==> src/rtl/fifo_pkg.sv <==
// fifo_pkg: shared status type and modulo increment helper for fifo_replay
package fifo_pkg;
  typedef struct packed {
    logic empty;
    logic almost_empty;
    logic full;
    logic almost_full;
  } fifo_status_t;
  function automatic logic [31:0] mod_inc(input logic [31:0] value, input logic [31:0] modulus);
    return (value == modulus - 32'd1) ? 32'd0 : value + 32'd1;
  endfunction
endpackage

==> src/rtl/fifo_mod_ptr.sv <==
// fifo_mod_ptr: modulo-DEPTH pointer with increment and load
module fifo_mod_ptr
  import fifo_pkg::*;
#(
  parameter int DEPTH = 24,
  parameter int PW = $clog2(DEPTH)
) (
  input  logic          clk,
  input  logic          reset,
  input  logic          inc,
  input  logic          load,
  input  logic [PW-1:0] load_value,
  output logic [PW-1:0] value
);
  always_ff @(posedge clk)
    if (reset) value <= '0;
    else if (load) value <= load_value;
    else if (inc) value <= PW'(mod_inc(32'(value), 32'(DEPTH)));
endmodule

==> src/rtl/fifo_replay.sv <==
// fifo_replay: valid/ready FIFO whose popped entries are held for replay until released
module fifo_replay
  import fifo_pkg::*;
#(
  parameter int WIDTH = 32,
  parameter int DEPTH = 24,
  parameter int AUTO_RELEASE = 0,
  parameter int FILLBITS = $clog2(DEPTH + 1)
) (
  input  logic                clk,
  input  logic                reset,
  input  logic [WIDTH-1:0]    in_data,
  input  logic                in_valid,
  output logic                in_ready,
  output logic [WIDTH-1:0]    out_data,
  output logic                out_valid,
  input  logic                out_ready,
  input  logic                release_entries,
  input  logic                rewind,
  input  logic [FILLBITS-1:0] af_thresh,
  input  logic [FILLBITS-1:0] ae_thresh,
  output logic [FILLBITS-1:0] stored_level,
  output logic [FILLBITS-1:0] unread_level,
  output logic                full,
  output logic                almost_full,
  output logic                empty,
  output logic                almost_empty,
  output logic                overflow_err,
  output logic                underflow_err
);
  localparam int PW = $clog2(DEPTH);
  localparam logic [FILLBITS-1:0] FULL_LVL = FILLBITS'(DEPTH);
  logic [WIDTH-1:0] mem [DEPTH];
  logic [PW-1:0] wr, rd, base, rd_popped;
  logic [FILLBITS-1:0] stored, unread, unread_after, stored_next;
  logic push, pop, rel, rew;
  fifo_status_t st;
  assign in_ready = !reset && stored != FULL_LVL;
  assign out_valid = unread != '0;
  assign push = in_valid && in_ready;
  assign pop = out_valid && out_ready && !reset;
  assign rel = AUTO_RELEASE != 0 || release_entries;
  assign rew = AUTO_RELEASE == 0 && rewind;
  assign rd_popped = pop ? PW'(mod_inc(32'(rd), 32'(DEPTH))) : rd;
  assign unread_after = unread + FILLBITS'(push) - FILLBITS'(pop);
  // releasing frees everything already popped, so only unread entries stay stored
  assign stored_next = rel ? unread_after : stored + FILLBITS'(push);
  fifo_mod_ptr #(.DEPTH(DEPTH)) u_wr (
    .clk(clk), .reset(reset), .inc(push), .load(1'b0), .load_value('0), .value(wr)
  );
  fifo_mod_ptr #(.DEPTH(DEPTH)) u_rd (
    .clk(clk), .reset(reset), .inc(pop), .load(rew),
    .load_value(rel ? rd_popped : base), .value(rd)
  );
  fifo_mod_ptr #(.DEPTH(DEPTH)) u_base (
    .clk(clk), .reset(reset), .inc(1'b0), .load(rel), .load_value(rd_popped), .value(base)
  );
  always_ff @(posedge clk)
    if (push) mem[wr] <= in_data;
  always_ff @(posedge clk)
    if (reset) begin
      stored <= '0;
      unread <= '0;
      overflow_err <= 1'b0;
      underflow_err <= 1'b0;
    end else begin
      stored <= stored_next;
      unread <= rew ? stored_next : unread_after;
      overflow_err <= overflow_err | (in_valid && !in_ready);
      underflow_err <= underflow_err | (out_ready && !out_valid);
    end
  assign st = '{empty: unread == '0, almost_empty: unread <= ae_thresh,
                full: stored == FULL_LVL, almost_full: stored >= af_thresh};
  assign {empty, almost_empty, full, almost_full} = st;
  assign out_data = mem[rd];
  assign stored_level = stored;
  assign unread_level = unread;
endmodule

==> config.mk <==
export PLATFORM = sky130hd
export DESIGN_NAME = fifo_replay
export DESIGN_NICKNAME = d
export VERILOG_FILES = /design/src/rtl/fifo_pkg.sv /design/src/rtl/fifo_mod_ptr.sv /design/src/rtl/fifo_replay.sv
export SDC_FILE = /design/constraint.sdc
export NUM_CORES = 1
export LEC_CHECK = 0
export BUFFER_PORTS_ARGS = -buffer_cell sky130_fd_sc_hd__buf_2
export CORE_MARGIN = 2
export CORE_UTILIZATION = 60
export CTS_BUF_LIST = sky130_fd_sc_hd__clkbuf_16
export CTS_CLUSTER_SIZE = 12
export DETAILED_ROUTE_END_ITERATION = 6
export PLACE_DENSITY = 0.83
export RECOVER_POWER = 100
export SYNTH_ARGS = -nofsm -noshare
export SYNTH_HDL_FRONTEND = slang
export SYNTH_SLANG_ARGS = --single-unit
==> constraint.sdc <==
create_clock -name clk -period 3.4 [get_ports clk]
set_input_delay 0.51 -clock clk [delete_from_list [all_inputs] [get_ports clk]]
set_output_delay 0.51 -clock clk [all_outputs]
set_load 0.005 [all_outputs]
* Word level (Yosys, flattened, before mapping)
Memories as Yosys holds them, arrays and structs flattened. A register that Yosys moved wholly into a read port is not among the register bits.
Index checks and enable logic that the tools add are counted.
** Cells by class
- $lt $le $gt $ge :: 2
- $add $sub $neg :: 5
- Bitwise operators :: 2
- Reduce and logical (&&, ||, !) cells :: 11
- Multiplexer cells :: 10
- Equal/unequal tests :: 4
** Operators with widths (number)
- two-way mux 5 bit :: 8
- equality test 5 bit, second input constant :: 3
- adder 5 x 1 -> 5 bit :: 2
- adder 5 x 1 -> 5 bit, second input constant :: 2
- logical AND 1 bit :: 6
- greater-or-equal comparator 5 bit :: 1
- less-or-equal comparator 5 bit :: 1
- zero test 5 bit :: 1
- != test 5 bit, second input constant :: 1
- nonzero test 5 bit :: 1
- subtractor 5 x 1 -> 5 bit :: 1
- zero test 1 bit :: 3
- two-way mux 1 bit :: 2
- bitwise OR 1 bit :: 2
** Storage, ports and cells
- Register bits :: 27
- Memories :: 1
- RAM bits :: 768
- Output and inout port bits :: 50
** Memory list
- mem :: words 24, bits a word 32, rd ports 1, clocked after memory_dff 1, wr ports 1, line fifo_replay.sv:33 : logic [WIDTH-1:0] mem [DEPTH];

* Depth between registers and ports, before layout
Gate-level depths: netlist (run 1).
- Word-level depth :: 7
- Gate-level depth with buffers :: 14

* Hierarchy
Synthesis (run 1) repeated with hierarchy kept, for this count alone.
** Unflattened totals
- Cell total of the unflattened synthesis :: 1531
- Area total of the unflattened synthesis :: 31099.8 sq um
** Modules (own cells, without submodules)
- fifo_replay :: area each 30281.5 sq um, cells each 1435, instances 1, seq. area each 23302.3 sq um
- fifo_mod_ptr :: area each 272.8 sq um, cells each 32, instances 3, seq. area each 100.1 sq um

* Least setup slack after synthesis (run 1)
OpenSTA, ideal clock, no wires.
- Path kind :: flip-flop to flip-flop
- Start point :: register stored[3] (netlist: stored_level[3])
- End point :: memory mem[12][0] (enable)
- Clock period less this slack :: 3.002 ns
- Cell stages (with the launch flop) :: 8
- Data arrival time :: 2.581 ns
- Setup slack :: 0.398 ns
- Path through :: dfxtp_1 -> nor4b_1 -> a21oi_1 -> nand2_1 -> inv_1 -> buf_2 -> nand2_1 -> nor2_1
** On the way
- Cells in the longest elaborated chain, start to end :: 5
** RTL lines
- from (decl) :: line fifo_replay.sv:35 : logic [FILLBITS-1:0] stored, unread, unread_after, stored_next;
- from (signal assigned) :: line fifo_replay.sv:67 : stored <= stored_next;
- != test 5 bit :: line fifo_replay.sv:38 : assign in_ready = !reset && stored != FULL_LVL;
- logical AND 1 bit :: line fifo_replay.sv:38
- net in_ready :: line fifo_replay.sv:14 : output logic in_ready,
- logical AND 1 bit :: line fifo_replay.sv:40 : assign push = in_valid && in_ready;
- net push :: line fifo_replay.sv:36 : logic push, pop, rel, rew;
- two-way mux 1 bit :: line fifo_replay.sv:59 : if (push) mem[wr] <= in_data;
- two-way mux 1 bit (not written as such) :: line fifo_replay.sv:59
- to (decl) :: line fifo_replay.sv:33
The timed path passes the listed nets, and every way through them passes these cells.

==> results of run 1 <==
[cells by family (layout without fill, tap and decap cells)]
family                     Yosys count  in the layout  share of synthesized area (%)
DFF                                795            795                          76.99
AOI/OAI and AO/OA                  101            101                          2.380
and+or+nand+nor                    158            158                          2.375
xor gates and xnor gates             9              9                         0.2571
other                                0              3                              0
adders and majority gates           24             24                          1.004
muxes                              231            231                          15.51
buffers and inverters               98            334                          1.477
[layout by cell type (no fill, tap or decap), drive strengths merged, types with 3 or more instances in the layout]
cell / count
xnor2: 4
edfxtp: 768
ha: 23
nand2: 44
mux4: 192
clkinv: 17
a211oi: 15
a22oi: 64
a21oi: 8
buf: 73
diode: 3
nand2b: 4
mux2: 33
nor2: 51
o21a: 3
dfxtp: 27
o21ai: 3
nor2b: 4
xor2: 5
clkbuf: 191
mux2i: 6
nand3: 40
inv: 51
[state kept, by name, indices dropped and copies added, names as in the netlist]
name	flops
overflow_err	1
underflow_err	1
mem	768
stored_level	5
u_rd.value	5
unread_level	5
u_base.value	5
u_wr.value	5
[through the flow]
step | setup slack (ps) | utilization (%) | instance area [um^2] | std cells
after floorplan | 398.2 | - | 30660 | 1416
after global placement | 538.1 | 65.01 | 32680 | 2189
after detailed placement | 440.9 | 65.01 | 32680 | 2189
after CTS | 4.235 | 69.81 | 35100 | 2324
after global routing | 13.34 | 69.02 | 34700 | 2326
final | 51.86 | 69.03 | 34700 | 2327
[worst reg2reg max path, stage by stage, from the launching register on]
cell     delay (ps)
dfxtp_1         430
nor4b_1         100
a21oi_1         190
nand2_1         160
inv_1           180
nand2_1         250
nor2_1         1290
buf_12          280
[metal layers]
layer	GRT usage, %	up-vias
li1	-	6271
met1	37.67	8118
met2	47.63	1162
met3	7.118	235
met4	14.78	2
met5	0	-
[report_power, final]
| part | internal (mW) | switching [mW] |
|---|---|---|
| clock | 4.44 | 3.57 |
| sequential | 10.8 | 0.0988 |
| combinational | 0.912 | 1.08 |
| total | 16.2 | 4.75 |
[worst min-delay path by stage]
stage	cells after the start	slack (ps)	end
after floorplan	2	460	overflow_err$_SDFF_PP0_
after global placement	2	450	overflow_err$_SDFF_PP0_
after detailed placement	2	460	overflow_err$_SDFF_PP0_
after CTS	2	90	overflow_err$_SDFF_PP0_
after global routing	2	110	overflow_err$_SDFF_PP0_
final	2	100	overflow_err$_SDFF_PP0_
[what timing repair did]
item	in CTS	in global routing
pin swaps	1	0
gates resized for setup	4	1
endpoints found under the setup margin	23	1
setup buffers	7	0
[area by class of cell]
type	instances	area [um^2]	area share, %
antenna	3	7.507	0.02163
clock buffer	81	2027	5.841
clock inverter	47	290.3	0.8365
inverter	23	86.33	0.2488
multi-input combinational	523	6686	19.27
sequential	795	23620	68.05
tap	672	840.8	2.423
timing repair buffer	183	1150	3.313
==> metrics.md, run 1 <==
| Metric | Value |
|---|---|
| Status | `complete, but fails checks` |
| Failing checks | `capacitance limit, slew limit` |
| CP Class | `flip-flop to output pin` |
| Clk_skew | `16.22 ps` |
| VDD IR max | `0.4535 mV` |
| Synth area leader | `edfxtp_1` |
| Vias per cell | `6.785` |
| DRC | `0` |
| Root Buffer | `clkbuf_16` |
| Drt total wl | `75470 um` |
| Post-Syn Instances | `1416` |
| Max layer used | `met5` |
| Cell Rows | `82` |
| Hold path startpoint | `reset` |
| Initial DRC count | `2365` |
| Area delta synth->final | `13.20%` |
| CTS tree | `done` |
| Setup violations, final | `0` |
| Ys async rst share | `0%` |
| Met1 Wirelength | `25550 um` |
| Share of layout cells above drive strength 1 | `27.12%` |
| Gr usage total | `29.39%` |
| Syn Area/Cell | `21.65 um^2` |
| Grt ovf | `0` |
| Worst setup path end | `out_data[20]` |
| RSZ-0062 raised after global routing | `no` |
| Min cycle time layout | `3348 ps` |
| Worst-path cell chain | `clkbuf_4 > mux4_2 > mux2_2 > nand2_1 > nand3_1 > buf_2` |
| Critical Path AT | `2840 ps` |
| Distinct cells, synth | `43` |
| Final Slew Violations | `8` |
| First-pass GRT wire length | `110300 um` |
| Vias in the first global route | `16400` |
| Clk pin slew, worst setup/hold paths | `60 ps` |
| Yosys Warn Count | `0` |
| Metal2 WL | `37690 um` |
| Later-pin clock latency in the skew report | `620 ps` |
| Total power | `20.95 mW` |
| Worst path bufs/invs | `2` |
| Peak Freq | `298.7 MHz` |
| Fillers | `2952` |
| Cell area power density | `603.6 nW/um^2` |
| Final net count | `1678` |
| Top cells by area, synth | `edfxtp_1, mux4_2, dfxtp_1, a22oi_1, mux2_2` |
| Mapped Area | `30660 um^2` |
| Yosys top cell area share | `75.23%` |
| Worst Setup End Kind | `output pin` |
| Slowest CP cell | `dfxtp_4` |
| Initial Util | `60.98%` |
| Family with the most delay on the worst path | `multiplexers` |
| Die X | `230.0 um` |
| Crit path launch type | `flip-flop` |
| Reg2reg end | `mem[0][24]$_DFFE_PP_` |
| TNS Setup | `0 ps` |
| R2r setup slk | `200 ps` |
| Top-count cell post-synth | `edfxtp_1` |
| Max-cap check violation count | `1` |
| Synthesized flop and latch total | `795` |
| IO Count | `98` |
| Max H-tree Level | `3` |
| Routed Antenna Nets | `0` |
| Die Area | `52920 um^2` |
| Clock buffer depth | `3` |
| Worst Hold Class | `input pin to flip-flop` |
| Largest net degree at the start of global routing | `53` |
| WHS | `104.7 ps` |
| CP Max Fanout | `17` |
| Reg2reg start | `stored_level[2]$_SDFF_PP0_` |
| Main synth FF type | `edfxtp_1` |
| Initial antenna violation count | `3` |
| Post-synth top cells | `edfxtp_1, mux4_2, a22oi_1, nor2_1, nand2_1` |
| Period utilization | `98.47%` |
| Buffers on Ports | `97` |
| Core ar. | `50270 um^2` |
| Reg2reg path depth | `7` |
| Placer Congestion | `0.7834` |
| Final hold vios | `0` |
| Hold_buf cts | `0` |
| First-pass iteration count of the detailed router | `5` |
| Mapped Nets | `1488` |
| Vias | `15790` |
| Average wire per standard cell | `32.43 um` |
| CP peak stage delay | `570 ps` |
| DIE HEIGHT | `230.0 um` |
| Crit path depth | `6` |
| Max_slew headroom | `-8.440%` |
| Met3 wire length | `8557 um` |
| CTS buffer count | `80` |
| Post-synth EDFFs | `768` |
| Hpwl dp | `40110 um` |
| Leakage | `11.02 nW` |
| Sequential area share after synthesis | `76.99%` |
| WP data required | `2890 ps` |
| Worst Setup SP | `u_rd.value[1]$_SDFF_PP0_` |
| CTS Sinks | `795` |
| Worst Max-Slew Pin Slew | `1621 ps` |
(Power assumes the default switching activity.)
==> inputs of run 2 (changes only) <==
--- a/config.mk
+++ b/config.mk
@@ -5,13 +5,13 @@
 export SDC_FILE = /design/constraint.sdc
 export NUM_CORES = 1
 export LEC_CHECK = 0
-export BUFFER_PORTS_ARGS = -buffer_cell sky130_fd_sc_hd__buf_2
 export CORE_MARGIN = 2
 export CORE_UTILIZATION = 60
 export CTS_BUF_LIST = sky130_fd_sc_hd__clkbuf_16
 export CTS_CLUSTER_SIZE = 12
 export DETAILED_ROUTE_END_ITERATION = 6
-export PLACE_DENSITY = 0.83
+export DONT_BUFFER_PORTS = 1
+export PLACE_DENSITY = 0.82
 export RECOVER_POWER = 100
 export SYNTH_ARGS = -nofsm -noshare
 export SYNTH_HDL_FRONTEND = slang
==> metrics.md, run 2 (same netlist as run 1, synthesis figures left out) <==
| Metric | Value |
|---|---|
| Status | `finished, final reports clean` |
| Hpwl dp | `38110 um (-5.0%)` |
| Post-route cell area | `34400 um^2 (-0.87%)` |
| Vias in the first global route | `15850 (-3.4%)` |
| IO Count | `98 (unchanged)` |
| Die X | `230.0 um (unchanged)` |
| Reg with most FFs | `mem` |
| Clk_skew | `22.24 ps (+6.021 ps)` |
| Placer Congestion | `0.8143 (+3.9%)` |
| Final net count | `1593 (-5.1%)` |
| Max reg flops | `768 (unchanged)` |
| Final Worst Setup Slack | `92.78 ps (+40.93 ps)` |
| Total power | `20.63 mW (-1.5%)` |
| Logic pwr share | `8.8% (-0.7 points)` |
| CP peak stage delay | `730 ps (+160 ps)` |
| Buffers on Ports | `0 (-100%)` |
| Worst Max-Slew Pin Slew | `1067 ps (-554.0 ps)` |
| First-pass iteration count of the detailed router | `6 (+1)` |
| Leading cell type in the layout, fill and taps excluded | `edfxtp_1` |
| Slowest CP cell | `and2_2` |
| Share of layout cells above drive strength 1 | `25.79% (-1.3 points)` |
| CP Class | `flip-flop to output pin` |
| Place WS | `383.3 ps (-57.61 ps)` |
| Drt total wl | `71940 um (-4.7%)` |
| Area delta synth->final | `12.22%` |
| # resized after CTS | `0 (-4)` |
| Peak Freq | `302.4 MHz (+1.2%)` |
| Crit path launch type | `flip-flop` |
| DIE HEIGHT | `230.0 um (unchanged)` |
| Average wire per standard cell | `32.25 um (-0.57%)` |
| Vias | `15190 (-3.8%)` |
| Initial antenna violation count | `0 (-3)` |
| CTS buffer count | `80 (unchanged)` |
| Later-pin clock latency in the skew report | `610 ps (about the same)` |
| Leakage | `10.77 nW (-2.3%)` |
| Period utilization | `97.27% (-1.2 points)` |
| Grt ovf | `0 (unchanged)` |
| Sequential cell fraction of total power | `53.1% (+0.9 points)` |
| Max H-tree Level | `3 (unchanged)` |
| Largest net degree at the start of global routing | `81 (+53%)` |
| WP data required | `2890 ps (about the same)` |
| Critical Path AT | `2800 ps (-40 ps)` |
| Cell Rows | `82 (unchanged)` |
| Core ar. | `50270 um^2 (unchanged)` |
| Ant diodes | `0 (-3)` |
| First-pass GRT wire length | `106200 um (-3.7%)` |
| Post-CTS setup buffer count | `0 (-7)` |
| Internal power | `16.11 mW (-0.57%)` |
| Vias per cell | `6.810 (+0.37%)` |
| CP Max Fanout | `20 (+3)` |
| Setup violations, final | `0 (unchanged)` |
| Clock Power Share | `38.1% (-0.2 points)` |
| Placed cell area | `32010 um^2 (-2.1%)` |
| RSZ-0062 raised after global routing | `no` |
| Initial DRC count | `2013 (-15%)` |
| Gr usage total | `27.89% (-1.5 points)` |
| Worst-path cell chain | `nor2b_1 > and2_2 > clkbuf_2 > a22oi_1 > nand3_1` |
| VDD IR max | `0.4737 mV (+4.5%)` |
| Final hold vios | `0 (unchanged)` |
| Most frequent cells in the layout | `edfxtp_1, mux4_2, clkbuf_16, a22oi_1, nand2_1` |
| Cell area power density | `599.7 nW/um^2 (-0.64%)` |
| Min cycle time layout | `3307 ps (-40.93 ps)` |
| DRC | `0 (unchanged)` |
| CTS Sinks | `795 (unchanged)` |
| Family with the most delay on the worst path | `simple AND/OR/NAND/NOR gates` |
| Switching Share | `21.94% (-0.73 points)` |
| Worst Setup End Kind | `output pin` |
| Clock buffer depth | `3 (unchanged)` |
| Root Buffer | `clkbuf_16` |
| Worst Hold Class | `input pin to flip-flop` |
| Final Slew Violations | `0 (-8)` |
| Max-cap check violation count | `0 (-1)` |
| Initial Util | `60.98% (unchanged)` |
| Routed Antenna Nets | `0 (unchanged)` |
| P_sw | `4.526 mW (-4.7%)` |
| Die Area | `52920 um^2 (unchanged)` |
| Worst path bufs/invs | `1 (-1)` |
| CTS tree | `done` |
| Clk pin slew, worst setup/hold paths | `60 ps (about the same)` |
| TNS Setup | `0 ps (unchanged)` |
| Max_slew headroom | `28.90% (+37 points)` |
## run 2: cell count changes in the layout (fill, tap and decap cells not counted), moves of 13 or more
cell           previous run  this run
nor2_1                   44        31
clkbuf_1                 74        10
clkbuf_2                 35        22
dlygate4sd3_1             0        34
buf_2                    31         1
## run 2: worst paths after layout
path	startpoint	endpoint	slack [ps]	cells past startpoint
worst max-delay path	u_rd.value[4]$_SDFF_PP0_	out_data[11]	90	5
worst min-delay path	rewind	unread_level[4]$_SDFF_PP0_	70	2
worst max register to register	stored_level[2]$_SDFF_PP0_	mem[20][12]$_DFFE_PP_	260	7
worst min register to register	u_base.value[2]$_SDFF_PP0_	u_base.value[2]$_SDFF_PP0_	490	2
## run 2: routing by layer
layer,routed length [um],up-vias,global-route usage [%]
met5,0,-,0
met4,2347,0,9.919
met2,36670,971,46.21
li1,-,6095,-
met3,6795,153,5.593
met1,26130,7974,37.46
## run 2: through the flow
step / instances / utilization, % / hold WS (ps)
global placement: 2077 / 63.67 / 466.6
global route: 2231 / 68.43 / 56.49
CTS: 2231 / 68.90 / 39.83
finish: 2231 / 68.43 / 65.70
detailed placement: 2077 / 63.67 / 475.0
floorplan: 1416 / - / 460.4
## run 2: what timing repair did
item                                   4_1_cts  5_1_grt
hold buffers                                34        0
endpoints found under the hold margin      793        0
setup endpoints to repair                    0        0
## run 2: worst register-to-register path, stage by stage, from the launching register on
cell and delay (ps):
dfxtp_1 450, nor4b_1 110, a21oi_1 240, nand2_1 150
inv_1 310, nand2_1 380, nor2_2 780, buf_2 400
## run 2: power by group through the flow
| stage | logic, mW | registers (mW) | clock network (mW) |
|---|---|---|---|
| CTS | 1.83 | 11.0 | 7.96 |
| global route | 1.95 | 11.0 | 8.29 |
| floorplan | 1.26 | 11.1 | 0 |
| detailed placement | 1.64 | 11.2 | 0 |
| global placement | 1.61 | 11.1 | 0 |
| finish | 1.81 | 11.0 | 7.87 |
## run 2: final cells by class
| class | instances | area, um^2 |
|---|---|---|
| flip-flops and latches | 795 | 23620 |
| fillers | 2963 | 15870 |
| multi-input cells | 523 | 6724 |
| clock buffers | 84 | 2102 |
| repair buffers | 98 | 848.3 |
| well taps | 672 | 840.8 |
| clock inverters | 36 | 183.9 |
| inverters | 23 | 86.33 |
==> inputs of run 3 (changes only) <==
--- a/config.mk
+++ b/config.mk
@@ -7,7 +7,7 @@
 export LEC_CHECK = 0
 export CORE_MARGIN = 2
 export CORE_UTILIZATION = 60
-export CTS_BUF_LIST = sky130_fd_sc_hd__clkbuf_16
+export CTS_BUF_LIST = sky130_fd_sc_hd__clkbuf_4
 export CTS_CLUSTER_SIZE = 12
 export DETAILED_ROUTE_END_ITERATION = 6
 export DONT_BUFFER_PORTS = 1
==> metrics.md, run 3 (same netlist as run 1, synthesis figures left out) <==
| Metric | Value |
|---|---|
| Status | `finished, final reports clean` |
| CTS Sinks | `795 (unchanged)` |
| Clock Power Share | `37.1% (-1.0 points)` |
| Critical Path AT | `2870 ps (+70 ps)` |
| First-pass iteration count of the detailed router | `5 (-1)` |
| Worst Setup SP | `u_rd.value[0]$_SDFF_PP0_` |
| Max_slew headroom | `27.37% (-1.5 points)` |
| Worst-path cell chain | `buf_12 > buf_12 > buf_16 > mux4_2 > mux2_4 > nand2_4 > nand3_4` |
| CP Class | `flip-flop to output pin` |
| Die Area | `52920 um^2 (unchanged)` |
| Vias in the first global route | `16840 (+6.3%)` |
| Hold path startpoint | `release_entries` |
| Leading cell type in the layout, fill and taps excluded | `edfxtp_1` |
| Logic pwr share | `10.6% (+1.8 points)` |
| Worst Max-Slew Pin Slew | `1086 ps (+19.26 ps)` |
| Min cycle time layout | `3376 ps (+69.14 ps)` |
| Reg2reg start | `stored_level[2]$_SDFF_PP0_` |
| Drt total wl | `74880 um (+4.1%)` |
| Internal power | `15.89 mW (-1.3%)` |
| Final net count | `1743 (+9.4%)` |
| TNS Setup | `0 ps (unchanged)` |
| Max H-tree Level | `4 (+1)` |
| IO Count | `98 (unchanged)` |
| Slowest CP cell | `mux4_2` |
| WP data required | `2890 ps (about the same)` |
| Largest net degree at the start of global routing | `51 (-37%)` |
| CTS buffer count | `188 (+140%)` |
| Buffers on Ports | `0 (unchanged)` |
| Worst Hold Class | `input pin to flip-flop` |
| Max reg flops | `768 (unchanged)` |
| Most frequent cells in the layout | `edfxtp_1, clkbuf_4, mux4_2, clkinv_1, a22oi_1` |
| DRC | `0 (unchanged)` |
| CP peak stage delay | `520 ps (-210 ps)` |
| Cell area power density | `586.7 nW/um^2 (-2.2%)` |
| Reg with most FFs | `mem` |
| Sequential cell fraction of total power | `52.3% (-0.8 points)` |
| DIE HEIGHT | `230.0 um (unchanged)` |
| Final Slew Violations | `0 (unchanged)` |
| Switching Share | `24.09% (+2.1 points)` |
| Placer Congestion | `0.8143 (unchanged)` |
| Average wire per standard cell | `30.05 um (-6.8%)` |
| Peak Freq | `296.2 MHz (-2.0%)` |
| Fillers | `2910 (-1.8%)` |
| Die X | `230.0 um (unchanged)` |
| Crit path launch type | `flip-flop` |
| Worst path bufs/invs | `3 (+2)` |
| Initial Util | `60.98% (unchanged)` |
| Initial DRC count | `2306 (+15%)` |
| Leakage | `11.53 nW (+7.1%)` |
| CP dominant cell by count | `buf_12` |
| CP Max Fanout | `6 (-70%)` |
| Setup violations, final | `0 (unchanged)` |
| Core ar. | `50270 um^2 (unchanged)` |
| Clock buffer depth | `3 (unchanged)` |
| Inst Count DP | `2077 (unchanged)` |
| First-pass GRT wire length | `109500 um (+3.1%)` |
| Cell Rows | `82 (unchanged)` |
| Initial antenna violation count | `3 (+3)` |
| VDD IR max | `0.3927 mV (-17%)` |
| Final hold vios | `0 (unchanged)` |
| CTS tree | `done` |
| P_sw | `5.043 mW (+11%)` |
| Gr usage total | `29.01% (+1.1 points)` |
| Period utilization | `99.30% (+2.0 points)` |
| WHS | `152.3 ps (+86.64 ps)` |
| RSZ-0062 raised after global routing | `yes` |
| Hpwl dp | `38110 um (unchanged)` |
| Later-pin clock latency in the skew report | `1010 ps (+400 ps)` |
| Area delta synth->final | `16.41%` |
| Share of layout cells above drive strength 1 | `37.93% (+12 points)` |
| Routed Antenna Nets | `0 (unchanged)` |
| Max-cap check violation count | `0 (unchanged)` |
| Family with the most delay on the worst path | `multiplexers` |
| Worst Setup End Kind | `output pin` |
| Vias per cell | `6.490 (-4.7%)` |
| Grt ovf | `0 (unchanged)` |
| Vias | `16170 (+6.4%)` |
| Non-Filler Instances | `2492 (+12%)` |
| Root Buffer | `clkbuf_4` |
| Clk_skew | `51.71 ps (+29.47 ps)` |
| Clk pin slew, worst setup/hold paths | `60 ps (about the same)` |
run 3: repair_timing:
item	CTS	global route
setup buffers	19	12
endpoints found under the setup margin	32	31
resized for setup	87	31
hold buffers	38	0
pin swaps	11	0
gates cloned	10	0
endpoints found under the hold margin	795	0
run 3: layout make-up:
type,instances,area [um^2],area share [%]
antenna,6,15.01,0.04207
multi-input combinational,523,7068,19.81
clock inverter,66,414.1,1.161
sequential,795,23620,66.18
tap,672,840.8,2.356
timing repair buffer,140,1639,4.593
clock buffer,267,2004,5.617
inverter,23,86.33,0.2419
run 3: power groups by stage:
stage                     clock, mW  combinational (mW)  sequential [mW]
after floorplan                   0                1.26             11.1
after CTS                      7.77                2.15             10.9
after global placement            0                1.61             11.1
after detailed placement          0                1.64             11.2
final                          7.78                2.21             10.9
after global routing           8.37                2.36             11.0
run 3: stage by stage:
| stage | instance area (um^2) | power [mW] | setup WS, ps | util, % |
|---|---|---|---|---|
| after detailed placement | 32010 | 12.79 | 383.3 | 63.67 |
| after floorplan | 30660 | 12.37 | 398.2 | - |
| after CTS | 35730 | 20.87 | -67.81 | 71.07 |
| final | 35690 | 20.94 | 23.64 | 70.98 |
| after global placement | 32010 | 12.75 | 400.3 | 63.67 |
| after global routing | 35690 | 21.68 | -76.18 | 70.98 |
run 3: final timing paths:
path	cells after the start	end	slack (ps)
worst max register to register	7	mem[10][18]$_DFFE_PP_	170
worst max-delay path	7	out_data[3]	20
worst min-delay path	2	u_base.value[1]$_SDFF_PP0_	150
worst min register to register	2	u_base.value[2]$_SDFF_PP0_	490
run 3: worst register-to-register path: stages (launching register included):
cell,delay [ps]
dfxtp_1,450
nor4b_1,110
a21oi_1,240
nand2_1,170
inv_1,320
nand2_1,320
nor2_2,590
buf_4,620
run 3: per-layer routing:
metal / share of wire [%] / vias up / track usage (%)
met5: 0 / - / 0
met4: 2.9 / 0 / 11.15
met1: 36 / 8316 / 38.30
met3: 11 / 167 / 7.428
li1: - / 6573 / -
met2: 51 / 1116 / 47.17
